$ cat src/rtl/csr_pkg.sv
// Shared CSR definitions: window base, register offsets, access FSM encoding
// and the address-legality helper used by the access arbiter.
package csr_pkg;

   localparam logic [31:0] CSR_BASE = 32'hFFFF_F000;

   localparam logic [7:0] CSR_OFF_CTRL      = 8'h00;
   localparam logic [7:0] CSR_OFF_STATUS    = 8'h04;
   localparam logic [7:0] CSR_OFF_CYCLE_LO  = 8'h08;
   localparam logic [7:0] CSR_OFF_CYCLE_HI  = 8'h0C;
   localparam logic [7:0] CSR_OFF_INSTRET   = 8'h10;
   localparam logic [7:0] CSR_OFF_DBG_ID    = 8'hF0;
   localparam logic [7:0] CSR_OFF_DBG_SCR   = 8'hF4;

   typedef enum logic [1:0] {
      IDLE   = 2'd0,
      ACCESS = 2'd1,
      RESP   = 2'd2
   } csr_state_e;

   // Out-of-window or non-word-aligned addresses are errors.
   function automatic logic csr_addr_err(input logic [31:0] addr,
                                         input logic [31:0] base,
                                         input int unsigned win_bits);
      return ((addr >> win_bits) != (base >> win_bits)) || (addr[1:0] != 2'b00);
   endfunction

endpackage

$ cat src/rtl/rr_arb2.sv
// Two-way round-robin arbiter: combinational grant, last-grant pointer
// advanced only when the caller signals that the grant was consumed.
module rr_arb2 (
   input  logic       clk,
   input  logic       rst_n,
   input  logic [1:0] req,
   input  logic       update,
   output logic [1:0] gnt
);

   logic last_r;

   // Grant the lone requester, or on a tie the one not granted last.
   always_comb begin
      gnt = 2'b00;
      case (req)
         2'b01:   gnt = 2'b01;
         2'b10:   gnt = 2'b10;
         2'b11:   gnt = last_r ? 2'b01 : 2'b10;
         default: gnt = 2'b00;
      endcase
   end

   // Last-grant pointer; reset value 1 lets requester 0 win the first tie.
   always_ff @(posedge clk) begin
      if (!rst_n) begin
         last_r <= 1'b1;
      end else if (update) begin
         last_r <= gnt[1];
      end else begin
         last_r <= last_r;
      end
   end

endmodule

$ cat src/rtl/csr_access_arb.sv
// Arbitrates the core LSU and debug port onto the single perf/CSR read port,
// one transaction at a time with a fixed two-cycle accept-to-response latency.
module csr_access_arb #(
   parameter logic [31:0] CSR_BASE = csr_pkg::CSR_BASE,
   parameter int          WIN_BITS = 8
) (
   input  logic        clk,
   input  logic        rst_n,
   input  logic        req0_valid,
   input  logic [31:0] req0_addr,
   output logic        req0_ready,
   input  logic        req1_valid,
   input  logic [31:0] req1_addr,
   output logic        req1_ready,
   output logic        rsp0_valid,
   output logic [31:0] rsp0_data,
   output logic        rsp0_err,
   input  logic        rsp0_ready,
   output logic        rsp1_valid,
   output logic [31:0] rsp1_data,
   output logic        rsp1_err,
   input  logic        rsp1_ready,
   output logic [31:0] csr_addr,
   input  logic [31:0] csr_rdata,
   output logic        busy
);

   import csr_pkg::*;

   csr_state_e  state_r;
   csr_state_e  state_s;
   logic [31:0] addr_r;
   logic        id_r;
   logic [31:0] data_r;
   logic        err_r;
   logic [1:0]  req_s;
   logic [1:0]  gnt_s;
   logic [1:0]  ready_s;
   logic [1:0]  accept_s;
   logic        accept_any_s;
   logic        rsp_hs_s;
   logic        addr_err_s;

   assign req_s = {req1_valid, req0_valid};

   rr_arb2 u_rr_arb2 (
      .clk    (clk),
      .rst_n  (rst_n),
      .req    (req_s),
      .update (accept_any_s),
      .gnt    (gnt_s)
   );

   // Ready is gated by reset so nothing can be accepted while rst_n is low.
   always_comb begin
      ready_s = 2'b00;
      if ((state_r == IDLE) && rst_n) begin
         ready_s = gnt_s;
      end else begin
         ready_s = 2'b00;
      end
      accept_s     = req_s & ready_s;
      accept_any_s = |accept_s;
      rsp_hs_s     = id_r ? rsp1_ready : rsp0_ready;
      addr_err_s   = csr_addr_err(addr_r, CSR_BASE, WIN_BITS);
   end

   // Next-state logic for the IDLE -> ACCESS -> RESP cycle.
   always_comb begin
      state_s = state_r;
      case (state_r)
         IDLE: begin
            if (accept_any_s) state_s = ACCESS;
            else              state_s = IDLE;
         end
         ACCESS: state_s = RESP;
         RESP: begin
            if (rsp_hs_s) state_s = IDLE;
            else          state_s = RESP;
         end
         default: state_s = IDLE;
      endcase
   end

   // State, request latch and response capture.
   always_ff @(posedge clk) begin
      if (!rst_n) begin
         state_r <= IDLE;
         addr_r  <= CSR_BASE;
         id_r    <= 1'b0;
         data_r  <= 32'h0000_0000;
         err_r   <= 1'b0;
      end else begin
         state_r <= state_s;
         if (accept_any_s) begin
            addr_r <= accept_s[1] ? req1_addr : req0_addr;
            id_r   <= accept_s[1];
         end
         if (state_r == ACCESS) begin
            err_r  <= addr_err_s;
            data_r <= addr_err_s ? 32'h0000_0000 : csr_rdata;
         end
      end
   end

   assign req0_ready = ready_s[0];
   assign req1_ready = ready_s[1];
   assign rsp0_valid = (state_r == RESP) && !id_r;
   assign rsp1_valid = (state_r == RESP) && id_r;
   assign rsp0_data  = data_r;
   assign rsp1_data  = data_r;
   assign rsp0_err   = err_r;
   assign rsp1_err   = err_r;
   assign csr_addr   = addr_r;
   assign busy       = (state_r != IDLE);

endmodule

$ cat config.mk
export PLATFORM = sky130hd
export DESIGN_NAME = csr_access_arb
export DESIGN_NICKNAME = d
export VERILOG_FILES = /design/src/rtl/csr_pkg.sv /design/src/rtl/rr_arb2.sv /design/src/rtl/csr_access_arb.sv
export SDC_FILE = /design/constraint.sdc
export NUM_CORES = 1
export LEC_CHECK = 0
export BUFFER_PORTS_ARGS = -buffer_cell sky130_fd_sc_hd__buf_2
export CAP_MARGIN = 20
export CORE_ASPECT_RATIO = 0.9
export CORE_MARGIN = 4
export CORE_UTILIZATION = 34
export DETAILED_ROUTE_END_ITERATION = 8
export HOLD_SLACK_MARGIN = 0.08
export PLACE_DENSITY_LB_ADDON = 0.08
export SETUP_SLACK_MARGIN = 0.4
export SYNTH_ARGS = -nofsm -noshare
export SYNTH_HDL_FRONTEND = slang
export SYNTH_SLANG_ARGS = --single-unit
$ cat constraint.sdc
create_clock -name clk -period 2.85 [get_ports clk]
set_input_delay 0.4275 -clock clk [delete_from_list [all_inputs] [get_ports clk]]
set_output_delay 0.4275 -clock clk [all_outputs]
set_load 0.05 [all_outputs]
==> impl_metrics.env <==
export IMPL_seq_area_frac_synth_pct=45.49
export IMPL_multiInputGateArea_mm2=0.001250
export IMPL_min_to="rsp0_data[30]"
export IMPL_fin_skew_ns=0.009571
export IMPL_synth_net_count=445
export IMPL_rsz0062_at_grt="no"
export IMPL_ys_seq_elements=69
export IMPL_grt_max_degree=35
export IMPL_drive_gt1_share_pct=46.38
export IMPL_pre_cts_ws_ns=0.7980
export IMPL_avgViaCountPerCell=4.837
export IMPL_worstSetupPathType="register to primary output"
export IMPL_place_congestion=0.8230
export IMPL_ctsHoldBuffers=0
export IMPL_coreArea_mm2=0.008648
export IMPL_synth_warning_count=0
export IMPL_startpoint="state_r[1]"
export IMPL_cts_setup_buffers=0
export IMPL_cts_root_buffer="clkbuf_8"
export IMPL_antenna_found_initial=0
export IMPL_final_hold_violation_count=0
export IMPL_start_util_pct=35.11
export IMPL_min_delay_start="csr_rdata[30]"
export IMPL_crit_fanout=14
export IMPL_rr_startpoint="csr_addr[12]"
export IMPL_regArea_mm2=0.001381
export IMPL_hp_class="primary input to register"
export IMPL_tns_ns=0
export IMPL_nFillCells=903
export IMPL_slew_headroom_pct=49.77
export IMPL_setup_viol=0
export IMPL_min_delay_path_depth=2
export IMPL_htree_levels=3
export IMPL_stdcell_area_mm2=0.004096
export IMPL_place_area_mm2=0.003872
export IMPL_reg2reg_slack_ns=1.08
export IMPL_power_w=0.002582
export IMPL_final_common_cell="buf_2"
export IMPL_yosys_cell_types_count=34
export IMPL_layout_nets=608
export IMPL_slew_violations=0
export IMPL_area_growth_pct=34.90
export IMPL_antenna_cells=0
export IMPL_start_kind="register"
export IMPL_r2r_cells=5
export IMPL_cts_resized_gates=0
export IMPL_timing_fmax_mhz=477.6
export IMPL_fp_row_count=32
export IMPL_grt_overflow_total=0
export IMPL_dr_first_iter_drc_count=110
export IMPL_setup_ws_ns=0.7564
export IMPL_cp_end_kind="primary output"
export IMPL_cap_violations=0
export IMPL_final_cell_mix="buf_2, dfxtp_1, nand2_1"
export IMPL_grt_pass1_wl_mm=14.97
export IMPL_cts_buffer_depth=2
export IMPL_die_width_um=107.6
export IMPL_tightest_slew_ns=0.7535
export IMPL_die_h_um=97.66
export IMPL_ys_flop_type="dfxtp_1"
export IMPL_async_flop_share_pct=0
export IMPL_grt_pass1_vias=2906
export IMPL_rr_endpoint="rsp0_data[19]"
export IMPL_hpwl_mm=6.980
export IMPL_peakVddDrop_v=0.0002814
export IMPL_route_detailed_wl_per_inst_um=15.22
export IMPL_vias=3047
export IMPL_dr_pass1_iters=4
export IMPL_clkSinkCount=69
export IMPL_synth_area_per_cell_um2=8.853
export IMPL_die_area_mm2=0.01051
export IMPL_synthCells=343
export IMPL_place_port_buffers=204
export IMPL_wl_mm=9.588
export IMPL_insertion_delay_ns=0.34
export IMPL_syn_area_mm2=0.003037
export IMPL_final_core_util_pct=47.37
export IMPL_p_leak_nw=2.068
export IMPL_clkTransAtPathRegs_ns=0.08
export IMPL_period_minus_slack_ns=2.094
export IMPL_antenna_left=0
export IMPL_numCtsBuffers=9
export IMPL_outcome="finished, final reports clean"
export IMPL_arrival_ns=1.67
export IMPL_io_pins=205
export IMPL_synth_enable_flop_cells=0
export IMPL_track_usage_pct=17.67
export IMPL_finalCritPeriodShare_pct=73.46
export IMPL_drc=0
export IMPL_required_ns=2.42
export IMPL_p_per_area_mw_per_mm2=630.4
export IMPL_cts_tree="built"
-- worst max path at each step --
stage	cells after the start	end
final	4	req0_ready
after global routing	4	req0_ready
after global placement	5	req0_ready
after floorplan	5	rsp0_data[10]
after detailed placement	5	req0_ready
after CTS	4	req0_ready
-- worst max-delay path: stages (launching register included) --
cell and delay, ns:
dfxtp_1 0.37, nor3b_2 0.32, nand3b_4 0.11, inv_2 0.21
buf_2 0.31
-- Yosys cell counts, types with 6 or more instances --
library cell,count,area (µm²)
dfxtp_1,69,1381
nand2_1,48,180.2
buf_4,37,277.8
a22o_1,32,280.3
nor2_1,22,82.58
o21ai_1,21,105.1
a211oi_1,20,150.1
nor3_1,20,100.1
a31oi_1,12,75.07
o21ai_0,12,60.06
clkbuf_1,11,41.29
buf_2,6,30.03
-- cells by family after synthesis --
group / share of synthesized area [%]
AO/OA/AOI/OAI: 22.62
buffers and inverters: 13.60
multiplexers: 0.3296
flip-flops: 45.49
AND/OR/NAND/NOR: 17.97
-- per-stage QoR --
stage | hold slack (ns) | cells
4_1_cts | 0.2664 | 630
5_1_grt | 0.2691 | 630
2_1_floorplan | 0.4627 | 343
3_5_place_dp | 0.4645 | 614
3_3_place_gp | 0.4636 | 614
6_report | 0.2844 | 630
-- registers in the layout, summed over array words and instances (netlist names) --
| register | cells |
|---|---|
| csr_addr | 32 |
| id_r | 1 |
| rsp0_data | 32 |
| rsp0_err | 1 |
| state_r | 2 |
| u_rr_arb2.last_r | 1 |
-- power breakdown --
part | switching (W) | internal, W
Clock | 0.000386 | 0.000515
Combinational | 0.000423 | 0.000185
Sequential | 0.0000504 | 0.00102
Total | 0.000860 | 0.00172
-- layer usage --
| layer | routed length [µm] | vias up | track usage [%] |
|---|---|---|---|
| met5 | 0 | - | 0 |
| met4 | 108 | 0 | 5.243 |
| met3 | 900 | 11 | 5.581 |
| met2 | 4210 | 139 | 26.63 |
| met1 | 4368 | 1381 | 24.08 |
| li1 | - | 1516 | - |
-- area by class of cell --
class | instances | share of cell area (%)
multi-input combinational | 211 | 30.51
tap | 119 | 3.635
inverter | 3 | 0.2749
timing repair buffer | 212 | 26.39
clock buffer | 10 | 3.360
sequential | 69 | 33.72
clock inverter | 6 | 2.108
(Power assumes the default switching activity.)
